===== config.mk =====
export PLATFORM = sky130hd
export DESIGN_NAME = input_pipeline_param
export DESIGN_NICKNAME = d
export VERILOG_FILES = /design/src/rtl/input_pipeline_param.sv
export SDC_FILE = /design/constraint.sdc
export NUM_CORES = 1
export LEC_CHECK = 0
export ABC_AREA = 0
export CORE_ASPECT_RATIO = 1.1
export CORE_MARGIN = 2
export CORE_UTILIZATION = 40
export DETAILED_ROUTE_END_ITERATION = 10
export DONT_BUFFER_PORTS = 1
export GPL_TIMING_DRIVEN = 0
export SYNTH_ARGS = -nofsm -noshare
export SYNTH_HDL_FRONTEND = slang
export SYNTH_SLANG_ARGS = --single-unit

===== constraint.sdc =====
create_clock -name clock -period 4.1 [get_ports clock]
set_input_delay 1.025 -clock clock [delete_from_list [all_inputs] [get_ports clock]]
set_output_delay 1.025 -clock clock [all_outputs]
set_load 0.02 [all_outputs]

===== src/rtl/input_pipeline_param.sv =====
// Streams word_count words from a source SRAM region to a destination region,
// applying an optional byte-order transform; tolerates a configurable read latency.
module input_pipeline_param #(
   parameter int DW     = 128,
   parameter int AW     = 16,
   parameter int RD_LAT = 1
) (
   input  logic          clock,
   input  logic          rst_n,
   input  logic          start,
   input  logic [AW-1:0] src_base,
   input  logic [AW-1:0] dst_base,
   input  logic [AW-1:0] word_count,
   input  logic [1:0]    mode,
   output logic [AW-1:0] m1ReadAddr,
   input  logic [DW-1:0] m1ReadVal,
   output logic [AW-1:0] m2WriteAddr,
   output logic [DW-1:0] m2WriteVal,
   output logic          m2WE,
   output logic          busy,
   output logic          done
);

   typedef enum logic [1:0] {S_IDLE, S_RUN, S_DRAIN, S_DONE} state_t;

   localparam logic [AW-1:0] ADDR_ONE = AW'(1);

   state_t            state_q, state_d;
   logic [AW-1:0]     rd_addr_q, rd_addr_d;
   logic [AW-1:0]     rd_left_q, rd_left_d;
   logic [AW-1:0]     wr_ptr_q, wr_ptr_d;
   logic [AW-1:0]     wr_addr_q, wr_addr_d;
   logic [DW-1:0]     wr_val_q, wr_val_d;
   logic              rd_issue_q, rd_issue_d;
   logic              we_q, we_d;
   logic [RD_LAT-1:0] vld_q, vld_d;
   logic [1:0]        mode_q, mode_d;
   logic              accept;

   function automatic logic [DW-1:0] xform(input logic [DW-1:0] w, input logic [1:0] m);
      logic [DW-1:0] r;
      r = w;
      case (m)
         2'b01: for (int b = 0; b < DW/8; b++) r[8*b +: 8] = w[8*(DW/8-1-b) +: 8];
         2'b10: for (int l = 0; l < DW/32; l++)
                   for (int b = 0; b < 4; b++) r[32*l + 8*b +: 8] = w[32*l + 8*(3-b) +: 8];
         default: r = w;
      endcase
      return r;
   endfunction

   assign accept = ((state_q == S_IDLE) || (state_q == S_DONE)) && start;

   always_comb begin
      state_d    = state_q;
      rd_addr_d  = rd_addr_q;
      rd_left_d  = rd_left_q;
      rd_issue_d = rd_issue_q;
      wr_ptr_d   = wr_ptr_q;
      wr_addr_d  = wr_addr_q;
      wr_val_d   = wr_val_q;
      mode_d     = mode_q;
      we_d       = 1'b0;

      // vld_q[i] set means the read issued i+1 cycles ago is still in flight
      vld_d[0] = rd_issue_q;
      for (int i = 1; i < RD_LAT; i++) vld_d[i] = vld_q[i-1];

      if (vld_q[RD_LAT-1]) begin
         wr_val_d  = xform(m1ReadVal, mode_q);
         wr_addr_d = wr_ptr_q;
         wr_ptr_d  = wr_ptr_q + ADDR_ONE;
         we_d      = 1'b1;
      end

      case (state_q)
         S_IDLE, S_DONE: begin
            if (accept) begin
               mode_d   = mode;
               wr_ptr_d = dst_base;
               if (word_count == '0) begin
                  state_d = S_DONE;
               end else begin
                  state_d    = S_RUN;
                  rd_addr_d  = src_base;
                  rd_left_d  = word_count - ADDR_ONE;
                  rd_issue_d = 1'b1;
               end
            end
         end
         S_RUN: begin
            if (rd_left_q != '0) begin
               rd_addr_d = rd_addr_q + ADDR_ONE;
               rd_left_d = rd_left_q - ADDR_ONE;
            end else begin
               rd_issue_d = 1'b0;
               state_d    = S_DRAIN;
            end
         end
         S_DRAIN: begin
            // Empty pipe here means the final write is already on the bus
            if (vld_q == '0) state_d = S_DONE;
         end
         default: state_d = S_IDLE;
      endcase
   end

   always_ff @(posedge clock or negedge rst_n) begin
      if (!rst_n) begin
         state_q    <= S_IDLE;
         rd_addr_q  <= '0;
         rd_left_q  <= '0;
         rd_issue_q <= 1'b0;
         wr_ptr_q   <= '0;
         wr_addr_q  <= '0;
         wr_val_q   <= '0;
         we_q       <= 1'b0;
         vld_q      <= '0;
         mode_q     <= 2'b00;
      end else begin
         state_q    <= state_d;
         rd_addr_q  <= rd_addr_d;
         rd_left_q  <= rd_left_d;
         rd_issue_q <= rd_issue_d;
         wr_ptr_q   <= wr_ptr_d;
         wr_addr_q  <= wr_addr_d;
         wr_val_q   <= wr_val_d;
         we_q       <= we_d;
         vld_q      <= vld_d;
         mode_q     <= mode_d;
      end
   end

   assign m1ReadAddr  = rd_addr_q;
   assign m2WriteAddr = wr_addr_q;
   assign m2WriteVal  = wr_val_q;
   assign m2WE        = we_q;
   assign busy        = (state_q == S_RUN) || (state_q == S_DRAIN);
   assign done        = (state_q == S_DONE);

endmodule


---- Word level (Yosys, flattened, before mapping) ----
Cells that the tools add are included.
cells by class
  add/sub/neg operators ................... 4
  multipliers ............................. 0
  divide/modulo/power cells ............... 0
  magnitude comparators ................... 0
  eq/ne operators ......................... 10
  shifts and indexed selects .............. 0
  multiplexer cells ....................... 22
  bitwise gates (word level) .............. 0
  reductions and logical operators ........ 12
operators by type and width
  kind                                                 number
  case mux 128 bit (2 select lines)                    1
  2-to-1 mux 16 bit                                    9
  case mux 16 bit (2 select lines)                     2
  adder 16 x 1 -> 16 bit, second input constant        2
  subtractor 16 x 1 -> 16 bit, second input constant   2
  zero test 16 bit                                     1
  nonzero test 16 bit                                  1
  inequality test 2 bit, second input constant         5
  2-to-1 mux 2 bit                                     4
  AND reduction 4 bit                                  2
  equality test 2 bit, second input constant           3
  case mux 2 bit (3 select lines)                      1
  equality test 2 x 1 -> 1 bit, second input constant  2
  2-to-1 mux 1 bit                                     4
  AND reduction 3 bit                                  1
  zero test 2 bit                                      1
  logical OR 1 bit                                     2
  case mux 1 bit (2 select lines)                      1
  AND reduction 2 bit                                  1
  nonzero test 2 bit                                   1
  OR reduction 2 bit                                   1
  logical AND 1 bit                                    1
storage, ports and cells
  register bits ........................... 199
  bits in latches ......................... 0
  bits in writable memories ............... 0
  memory bits (read-only) ................. 0
  input port bits ......................... 181
  word-level logic and storage cells ...... 58
  memories kept ........................... 0

---- Longest topological paths before layout ----
Gate-level depths: netlist of run 1.
  word-level depth ........................ 5
  depth in mapped cells ................... 12
  depth with buffers taken out ............ 8

---- Least setup slack after synthesis of run 1 ----
Ideal clock, no wire load.
  path kind ............................... register to register
  start ................................... reg state_q[1]
  end ..................................... reg rd_left_q[12]
  arrival ................................. 3.010 ns
  slack ................................... 0.965 ns
  stages on the path, launching flop included .. 13
  path buffers ............................ 4
  cells stage by stage .................... dfrtp_1 inv_1 ha_1 clkbuf_1 clkbuf_1 buf_1 buf_1 mux2i_1 ha_1 o221ai_1 o31a_1 nor3_1 nor3b_1
on the way
  longest elaborated chain between the ends .. 5
  elaborated cells between the ends (all ways) .. 12
  those cells by class .................... eq/ne: 5; mux: 1; reduce/logical: 6
RTL lines
  item                                                    RTL line  text
  start: declaration                                      28        state_t state_q, state_d;
  start signal: assignment                                121       state_q <= state_d;
  equality test 2 bit or zero test 2 bit (tied branches)  52, 76
  logical OR 1 bit                                        52        assign accept = ((state_q == S_IDLE) || (state_q == S_DONE)) && start;
  logical AND 1 bit                                       52
  inequality test 2 bit (no line)                         --
  AND reduction 4 bit (no line)                           --
  end signal: assignment                                  123       rd_left_q <= rd_left_d;
  end: declaration                                        30        logic [AW-1:0] rd_left_q, rd_left_d;
Parallel ways exist; a longest one is shown, timed or not.
A chain may end at the register's enable or synchronous reset.

---- Worst setup path in the final report of run 1 ----
  start ................................... reg state_q[1]
  end ..................................... reg rd_left_q[14]
Same word-level chain as after synthesis.

==> impl_metrics.json, run 1 <==
{
  "grt_pass1_vias": 9842,
  "die_h_um": 180,
  "synth_top_area_share_pct": 44.3,
  "drive_gt1_share_pct": 16.3,
  "fin_skew_ns": 0.0143,
  "slowest_delay_ns": 0.48,
  "yosysMostFrequentCell": "dfrtp_1",
  "cts_tree": "built",
  "clk_pin_slew_ns": 0.08,
  "die_w_um": 164,
  "gp_congestion": 0.905,
  "drtIter0Drc": 1019,
  "r2r_start": "state_q[1]$_DFFE_PN0P_",
  "synth_edf_count": 0,
  "synthFlopType": "dfrtp_1",
  "async_reset_ff_share_pct": 100,
  "critPathRequiredTime_ns": 4.43,
  "overflow": 0,
  "synth_common_cells": "dfrtp_1 (199), nand2_1 (164), mux2_2 (147)",
  "ant_nets": 0,
  "ys_types": 60,
  "syn_avg_cell_area_um2": 9.63,
  "power_density_mw_per_mm2": 980,
  "yosys.area.top_type": "dfrtp_1",
  "rr_worst_depth": 12,
  "dp_hpwl_mm": 30.4,
  "via_per_inst": 6.40,
  "finalHoldViolCount": 0,
  "ys_warn_count": 0,
  "ctsHtreeMaxLevel": 4,
  "yosysSeqAreaShare_pct": 44.3,
  "hold_buffers": 0,
  "core_mm2": 0.0277,
  "fin_nets": 1377,
  "worst_slew_pin_slew_ns": 0.949,
  "wl_mm": 41.1,
  "dr_total_vias": 10000,
  "fin_tns_setup_ns": 0,
  "dr.pass1.iters": 8,
  "fp.dieArea_mm2": 0.0295,
  "netlist_area_mm2": 0.0112,
  "wire_per_inst_um": 26.3,
  "cp-end-kind": "register",
  "synthTopCellsByArea": "dfrtp_1 (44%), mux2_2 (15%), a22oi_1 (8.7%), o21ai_0 (6.5%), nand2_1 (5.5%)",
  "crit_slowest_cell": "nor3b_1",
  "clk_latency_ns": 0.45,
  "rows": 64,
  "area_growth_pct": 9.34,
  "floorplan.initialDensity_pct": 40.6,
  "antenna_found_initial": 0,
  "cts_sinks": 199,
  "path_delay_family": "buffers and inverters",
  "diodes": 0,
  "fmax_mhz": 264,
  "layout_min_cycle_time_ns": 3.79,
  "worst-path-max-fanout": 10,
  "grt.total_usage_pct": 27.7,
  "r2r_setup_slack_ns": 0.31,
  "fin_util_pct": 44.4,
  "grt_first_pass_wirelength_mm": 62.1,
  "worstSetupStartpoint": "state_q[1]$_DFFE_PN0P_",
  "syn_nets": 1358,
  "worst_r2r_endpoint": "rd_left_q[14]$_DFFE_PN0P_",
  "syn_inst": 1168,
  "hold_class": "input port to async pin",
  "cts_root_buf": "clkbuf_16",
  "grt_max_degree": 200,
  "min_period_over_period_pct": 92.4,
  "rsz0062_at_grt": "false",
  "leakage_uw": 0.00491,
  "finalSetupViolCount": 0,
  "critical_path_buf_inv_count": 5,
  "dp_slack_ns": -0.120,
  "n_fill_cell": 2730,
  "relSlewSlack_pct": 36.7,
  "synth-seq-cells": 199,
  "clk_path_buf_depth": 2,
  "vdd_drop_max_mv": 0.377,
  "crit_arrival_ns": 4.12,
  "cap_violations": 0,
  "cts_made_buffers": 17,
  "port_buffers": 0,
  "run_status": "completed",
  "maxSlewViolCount": 0,
  "crit_type": "register to register",
  "drc": 0,
  "setup_slack_ns": 0.310,
  "io_pins": 344,
  "worstSetupStartpointType": "register",
  "path_cells": "inv_1 > ha_1 > clkbuf_1 > clkbuf_2 > clkbuf_2 > buf_2 > mux2i_1 > ha_1 > o221ai_1 > nor3b_1 > a21o_1 > nand3_1"
}
cell usage in the layout (no fill, tap or decap), types with 11 or more instances in the layout:
cell         n
a22oi_1    130
o21ai_0    145
or4_1       12
inv_1       12
nand2_1    164
clkbuf_16   17
a21oi_1     25
mux2i_1     12
xor2_1      13
dfrtp_1    199
nor2_1      43
nor3_1      24
buf_1       14
nor4_1      11
nand3_1     23
clkbuf_1    71
mux2_2     147
sequential cells by signal, summed over array words and instances (netlist names):
signal	count
state_q	2
m2WE	1
rd_left_q	16
wr_ptr_q	16
mode_q	2
vld_q	1
m2WriteAddr	16
m2WriteVal	128
rd_issue_q	1
m1ReadAddr	16
worst reg2reg max path, stage by stage, from the launching register on:
cell and delay, ns:
dfrtp_1 0.42, inv_1 0.09, ha_1 0.20, clkbuf_1 0.36
clkbuf_2 0.32, clkbuf_2 0.31, buf_2 0.34, mux2i_1 0.23
ha_1 0.30, o221ai_1 0.40, nor3b_1 0.48, a21o_1 0.13
nand3_1 0.07
power breakdown:
| part | switching, uW | internal, uW |
|---|---|---|
| clock | 851 | 920 |
| combinational | 3420 | 2130 |
| sequential | 1820 | 2910 |
area by class of cell:
class                   instances  area (um^2)  area share, %
well taps                     363          454           3.69
multi-input cells             860         5830           47.4
clock inverters                14          164           1.33
plain buffers                  96          397           3.22
clock buffers                  18          429           3.49
inverters                      13         48.8          0.397
flip-flops and latches        199         4980           40.5
per-stage QoR:
| step | power, uW | hold slack (ns) | std cells | area (um^2) |
|---|---|---|---|---|
| 2_1_floorplan | 8300 | 0.352 | 1168 | 11200 |
| 3_3_place_gp | 10100 | 0.360 | 1531 | 11700 |
| 3_5_place_dp | 10200 | 0.359 | 1531 | 11700 |
| 4_1_cts | 12000 | 0.249 | 1563 | 12300 |
| 5_1_grt | 12900 | 0.241 | 1563 | 12300 |
| 6_report | 12000 | 0.266 | 1563 | 12300 |
worst max path at each step:
stage,endpoint,cells after the start
2_1_floorplan,rd_left_q[12]$_DFFE_PN0P_,12
3_3_place_gp,rd_left_q[12]$_DFFE_PN0P_,12
3_5_place_dp,rd_left_q[14]$_DFFE_PN0P_,12
4_1_cts,rd_left_q[14]$_DFFE_PN0P_,12
5_1_grt,rd_left_q[14]$_DFFE_PN0P_,12
6_report,rd_left_q[14]$_DFFE_PN0P_,12
layer usage:
metal  vias up  part of all wire, %  GRT usage [%]
met5         -                    0              0
met2       579                   46           43.9
li1       4366                    -              -
met4         0                  4.4           11.9
met1      4950                   38           33.7
met3       105                   11           9.97
what timing repair did:
| item | in CTS | in global routing |
|---|---|---|
| resized for setup | 1 | 3 |
| setup endpoints to repair | 3 | 4 |
| buffers inserted | 0 | 0 |
cell families (layout without fill, tap and decap cells):
logic type | Yosys count | count (layout) | synth area share, %
mux | 159 | 159 | 15.8
flops | 199 | 199 | 44.3
simple gates | 322 | 322 | 13.4
xor+xnor | 21 | 21 | 1.64
compound gates | 349 | 349 | 20.0
buf+inv | 109 | 141 | 3.93
fa+ha+maj | 9 | 9 | 1.00
(Power assumes the default switching activity.)
==> run 2, diff against run 1 <==
--- a/config.mk
+++ b/config.mk
@@ -13,4 +13,5 @@
 export DONT_BUFFER_PORTS = 1
 export GPL_TIMING_DRIVEN = 0
+export PLACE_DENSITY = 0.52
 export SYNTH_ARGS = -nofsm -noshare
 export SYNTH_HDL_FRONTEND = slang
==> constraint.sdc (replaced) <==
create_clock -name clock -period 3.65 [get_ports clock]
set_input_delay 0.5475 -clock clock [delete_from_list [all_inputs] [get_ports clock]]
set_output_delay 0.5475 -clock clock [all_outputs]
set_load 0.02 [all_outputs]
==> impl_metrics.json, run 2 (synthesis gave the netlist of run 1 again) <==
{
  "rsz0062_at_grt": "false",
  "grt_pass1_vias": 9726,
  "numPlacedInstances": 1531,
  "rows": 64,
  "worstSetupStartpointType": "register",
  "seqCellArea_mm2": 0.00498,
  "fp.dieArea_mm2": 0.0295,
  "drtIter0Drc": 827,
  "layout_min_cycle_time_ns": 3.37,
  "antenna_found_initial": 0,
  "core_mm2": 0.0277,
  "total_power_uw": 13600,
  "worst_slew_pin_slew_ns": 0.868,
  "worst-path-max-fanout": 10,
  "maxSlewViolCount": 0,
  "failed_checks": "hold timing",
  "critPathRequiredTime_ns": 3.97,
  "finalSetupViolCount": 0,
  "r2r_start": "state_q[1]$_DFFE_PN0P_",
  "final_cell_mix": "dfrtp_1 (199), nand2_1 (164), mux2_2 (147), o21ai_0 (145), a22oi_1 (130)",
  "cts_sinks": 199,
  "wire_per_inst_um": 26.2,
  "crit_type": "register to register",
  "gp_congestion": 0.885,
  "die_h_um": 180,
  "overflow": 0,
  "multi_input_area_mm2": 0.00584,
  "io_pins": 344,
  "wl_mm": 40.9,
  "leakage_uw": 0.00493,
  "n_fill_cell": 2718,
  "grt.total_usage_pct": 27.3,
  "layoutNonFillerInstCount": 1563,
  "drive_gt1_share_pct": 16.6,
  "largest_reg_flops": 128,
  "relSlewSlack_pct": 42.1,
  "dr_total_vias": 9701,
  "floorplan.initialDensity_pct": 40.6,
  "fin_hold_ws_ns": -0.203,
  "clk_latency_ns": 0.44,
  "r2r_setup_slack_ns": 0.28,
  "worst_r2r_endpoint": "rd_left_q[12]$_DFFE_PN0P_",
  "fmax_mhz": 296,
  "cts_made_buffers": 17,
  "crit_arrival_ns": 3.69,
  "grt_first_pass_wirelength_mm": 61.5,
  "rr_worst_depth": 12,
  "finalHoldViolCount": 199,
  "power_density_mw_per_mm2": 1100,
  "run_status": "finished, violations left",
  "die_w_um": 164,
  "fin_nets": 1377,
  "area_growth_pct": 9.82,
  "vdd_drop_max_mv": 0.481,
  "min_period_over_period_pct": 92.4,
  "clk_path_buf_depth": 2,
  "ctsHtreeMaxLevel": 4,
  "dp_hpwl_mm": 30.1,
  "via_per_inst": 6.21,
  "dr.pass1.iters": 8,
  "clk_pin_slew_ns": 0.07,
  "diodes": 0,
  "grt_max_degree": 200,
  "cts_root_buf": "clkbuf_16",
  "cts_tree": "built",
  "cap_violations": 0,
  "final_common_cell": "dfrtp_1",
  "drc": 0,
  "port_buffers": 0,
  "fin_skew_ns": 0.0146,
  "ant_nets": 0,
  "hold_class": "input port to async pin",
  "cp-end-kind": "register"
}
-- run 2: metrics by stage --
step / utilization (%) / cell area (um^2) / TNS, ns / setup WS, ns
after global placement: 42.2 / 11700 / -2.88 / -0.629
after floorplan: - / 11200 / 0 / 0.515
after detailed placement: 42.2 / 11700 / -3.25 / -0.697
final: 44.6 / 12400 / 0 / 0.276
after global routing: 44.6 / 12400 / 0 / 0.000548
after CTS: 44.6 / 12300 / 0 / 0.0832
-- run 2: power by group --
| group | switching [uW] | internal, uW |
|---|---|---|
| logic | 3800 | 2390 |
| clock network | 903 | 1150 |
| registers | 2030 | 3280 |
-- run 2: timing repair --
item                                    4_1_cts  5_1_grt
endpoints found under the setup margin        7        6
setup buffers                                 0        0
hold endpoints to repair                    199      199
gates resized for setup                       4        4
-- run 2: layer usage --
layer / vias to the layer above / share of wire (%) / track usage [%]
li1: 4371 / - / -
met1: 4804 / 39 / 32.5
met2: 452 / 48 / 45.1
met3: 74 / 10 / 9.53
met4: 0 / 3.2 / 10.1
met5: - / 0 / 0
-- run 2: worst max-delay path by stage --
stage,from,endpoint,slack (ns),cells past startpoint
detailed placement,state_q[1]$_DFFE_PN0P_,rd_left_q[12]$_DFFE_PN0P_,-0.70,12
global route,state_q[1]$_DFFE_PN0P_,rd_left_q[12]$_DFFE_PN0P_,0.0005,12
global placement,state_q[1]$_DFFE_PN0P_,rd_left_q[14]$_DFFE_PN0P_,-0.63,12
floorplan,state_q[1]$_DFFE_PN0P_,rd_left_q[12]$_DFFE_PN0P_,0.51,12
finish,state_q[1]$_DFFE_PN0P_,rd_left_q[12]$_DFFE_PN0P_,0.28,12
CTS,state_q[1]$_DFFE_PN0P_,rd_left_q[12]$_DFFE_PN0P_,0.08,12
-- run 2: worst max-delay path: stages (launching register included) --
cell	delay [ns]
dfrtp_1	0.41
inv_1	0.09
ha_1	0.21
clkbuf_2	0.25
clkbuf_2	0.27
buf_2	0.30
clkbuf_4	0.31
mux2i_1	0.21
ha_1	0.33
o221ai_2	0.26
o31a_1	0.36
nor3_1	0.17
nor3b_1	0.08
-- run 2: final cells by class --
| class | count | area share (%) |
|---|---|---|
| clock buffers | 21 | 3.81 |
| flip-flops and latches | 199 | 40.3 |
| inverters | 13 | 0.395 |
| well taps | 363 | 3.68 |
| multi-input cells | 860 | 47.3 |
| plain buffers | 96 | 3.24 |
| clock inverters | 11 | 1.31 |
==> run 3, diff against run 2 <==
ABC_AREA = 1   (was 0)
HOLD_SLACK_MARGIN = 0.03   (was default)
==> impl_metrics.json, run 3 <==
{
  "run_status": "finished, violations left",
  "failed_checks": "hold timing",
  "path_delay_family": "buffers and inverters",
  "cts_setup_buffers": 0,
  "grt_max_degree": 200,
  "yosysMostFrequentCell": "nand2_1",
  "drive_gt1_share_pct": 5.52,
  "wire_per_inst_um": 21.3,
  "drtIter0Drc": 835,
  "rsz0062_at_grt": "false",
  "min_period_over_period_pct": 61.2,
  "vdd_drop_max_mv": 0.421,
  "final_cell_area_mm2": 0.0127,
  "netlist_area_mm2": 0.0117,
  "cts_root_buf": "clkbuf_16",
  "gp_congestion": 0.955,
  "yosys.area.top_type": "dfrtp_1",
  "maxSlewViolCount": 0,
  "largest_reg_flops": 128,
  "worst-path-max-fanout": 10,
  "die_w_um": 167,
  "crit_slowest_cell": "clkbuf_1",
  "rows": 65,
  "power_density_mw_per_mm2": 1180,
  "crit_type": "register to register",
  "fin_nets": 1880,
  "cts_tree": "built",
  "dp_hpwl_mm": 34.2,
  "clk_path_buf_depth": 2,
  "cp-end-kind": "register",
  "grt_first_pass_wirelength_mm": 66.4,
  "worstSetupStartpointType": "register",
  "fin_hold_ws_ns": -0.206,
  "cap_violations": 0,
  "hold_class": "input port to async pin",
  "critical_path_buf_inv_count": 4,
  "ys_warn_count": 0,
  "async_reset_ff_share_pct": 100,
  "path_cells": "inv_1 > ha_1 > inv_1 > clkbuf_1 > clkbuf_1 > nand2_1 > a21oi_1",
  "wl_mm": 44.0,
  "critPathRequiredTime_ns": 4.02,
  "final_cell_mix": "nand2_1 (416), a21oi_1 (259), dfrtp_1 (199), inv_1 (190), nor2_1 (188)",
  "worst_slew_pin_slew_ns": 0.800,
  "cts-resized-gates": 0,
  "leakage_uw": 0.00600,
  "ys_types": 38,
  "rr_worst_depth": 7,
  "overflow": 0,
  "syn_inst": 1671,
  "ant_nets": 0,
  "clk_pin_slew_ns": 0.07,
  "antenna_found_initial": 1,
  "drc": 0,
  "fin_tns_setup_ns": 0,
  "cts_made_buffers": 17,
  "core_mm2": 0.0287,
  "area_growth_pct": 8.88,
  "io_pins": 344,
  "relSlewSlack_pct": 46.7,
  "fin_skew_ns": 0.0131,
  "synth_top_area_share_pct": 42.6,
  "floorplan.initialDensity_pct": 40.7,
  "grt.total_usage_pct": 28.2,
  "synth-seq-cells": 199,
  "crit_arrival_ns": 2.60,
  "via_per_inst": 5.49,
  "dr_total_vias": 11400,
  "diodes": 0,
  "syn_avg_cell_area_um2": 7.00,
  "port_buffers": 0,
  "finalHoldViolCount": 199,
  "cts_sinks": 199,
  "ctsHtreeMaxLevel": 4,
  "n_fill_cell": 3029,
  "synth_edf_count": 0,
  "die_h_um": 183,
  "finalSetupViolCount": 0,
  "synthFlopType": "dfrtp_1",
  "synthTopCellsByArea": "dfrtp_1 (43%), nand2_1 (13%), a21oi_1 (11%), o22ai_1 (6.8%), inv_1 (6.1%)",
  "slowest_delay_ns": 0.51,
  "fin_util_pct": 44.4,
  "yosysSeqAreaShare_pct": 42.6,
  "layout_min_cycle_time_ns": 2.23,
  "dr.pass1.iters": 5,
  "syn_nets": 1861,
  "synth_common_cells": "nand2_1 (416), a21oi_1 (259), dfrtp_1 (199)",
  "fmax_mhz": 448,
  "final_common_cell": "nand2_1",
  "clk_latency_ns": 0.45,
  "grt_pass1_vias": 10800,
  "path_depth": 7,
  "fp.dieArea_mm2": 0.0306,
  "placedInstanceArea_mm2": 0.0122
}
-- run 3: cell types whose count changed in the layout (fill, tap and decap cells not counted), moves of 11 or more --
| cell | previous run | this run |
|---|---|---|
| nand3_1 | 23 | 55 |
| mux2i_1 | 12 | 0 |
| a22oi_1 | 130 | 0 |
| o21ai_0 | 145 | 44 |
| nor3_1 | 24 | 5 |
| nor4_1 | 11 | 0 |
| nor2_1 | 43 | 188 |
| a21oi_1 | 25 | 259 |
| nand2_2 | 0 | 12 |
| inv_1 | 12 | 190 |
| mux2_2 | 147 | 0 |
| or4_1 | 12 | 0 |
| nand2_1 | 164 | 416 |
| o22ai_1 | 4 | 128 |
-- run 3: worst paths after layout --
path	to	start	slack, ns
worst min register to register	vld_q$_DFF_PN0_	rd_issue_q$_DFFE_PN0P_	0.38
min in group clock	wr_ptr_q[10]$_DFF_PN0_	dst_base[10]	0.22
max in group asynchronous	m2WriteVal[27]$_DFFE_PN0P_	rst_n	3.29
worst max register to register	m2WriteVal[46]$_DFFE_PN0P_	mode_q[0]$_DFFE_PN0P_	1.42
worst max-delay path	m2WriteVal[46]$_DFFE_PN0P_	mode_q[0]$_DFFE_PN0P_	1.42
worst min-delay path	m2WriteAddr[12]$_DFFE_PN0P_	rst_n	-0.21
-- run 3: cell families (layout without fill, tap and decap cells) --
family	after synthesis	in the layout	synth area share [%]
AND/OR/NAND/NOR	709	709	24.8
XOR/XNOR	10	10	0.749
flip-flops	199	199	42.6
buffers and inverters	301	333	10.5
AO/OA/AOI/OAI	443	443	20.5
adder cells (fa/ha/maj)	9	9	0.963
-- run 3: routing by layer --
layer | GRT usage (%) | vias to the layer above | wire length (um)
met5 | 0 | - | 9
met4 | 7.86 | 2 | 1190
met3 | 10.7 | 73 | 4640
met2 | 46.8 | 509 | 20700
met1 | 34.3 | 5308 | 17500
li1 | - | 5477 | -
-- run 3: final cells by class --
type                            instances  area (um^2)  area share, %
Clock buffer                           18          439           3.45
Clock inverter                         14          139           1.09
Multi-Input combinational cell       1171         5490           43.1
Sequential cell                       199         4980           39.1
Buffer                                106          490           3.85
Inverter                              195          737           5.79
Tap cell                              368          460           3.62
-- run 3: stage by stage --
| step | hold slack, ns | instances | power, uW | setup WS (ns) |
|---|---|---|---|---|
| floorplan | 0.252 | 1671 | 10700 | 1.83 |
| global placement | 0.257 | 2039 | 13100 | 1.39 |
| detailed placement | 0.257 | 2039 | 13100 | 1.39 |
| CTS | -0.230 | 2071 | 15100 | 1.38 |
| global route | -0.232 | 2071 | 16200 | 1.22 |
| finish | -0.206 | 2071 | 15000 | 1.42 |
-- run 3: report_power, final --
group	leakage, uW	internal (uW)	switching, uW	total [uW]
Combinational	0.00337	2370	5080	7460
Clock	0.000275	979	945	1920
Sequential	0.00236	3390	2270	5660
-- run 3: worst register-to-register path, cell delays in order (launching register included) --
cell,delay (ns)
dfrtp_1,0.36
inv_1,0.06
ha_1,0.32
inv_1,0.08
clkbuf_1,0.51
clkbuf_1,0.51
nand2_1,0.16
a21oi_1,0.16
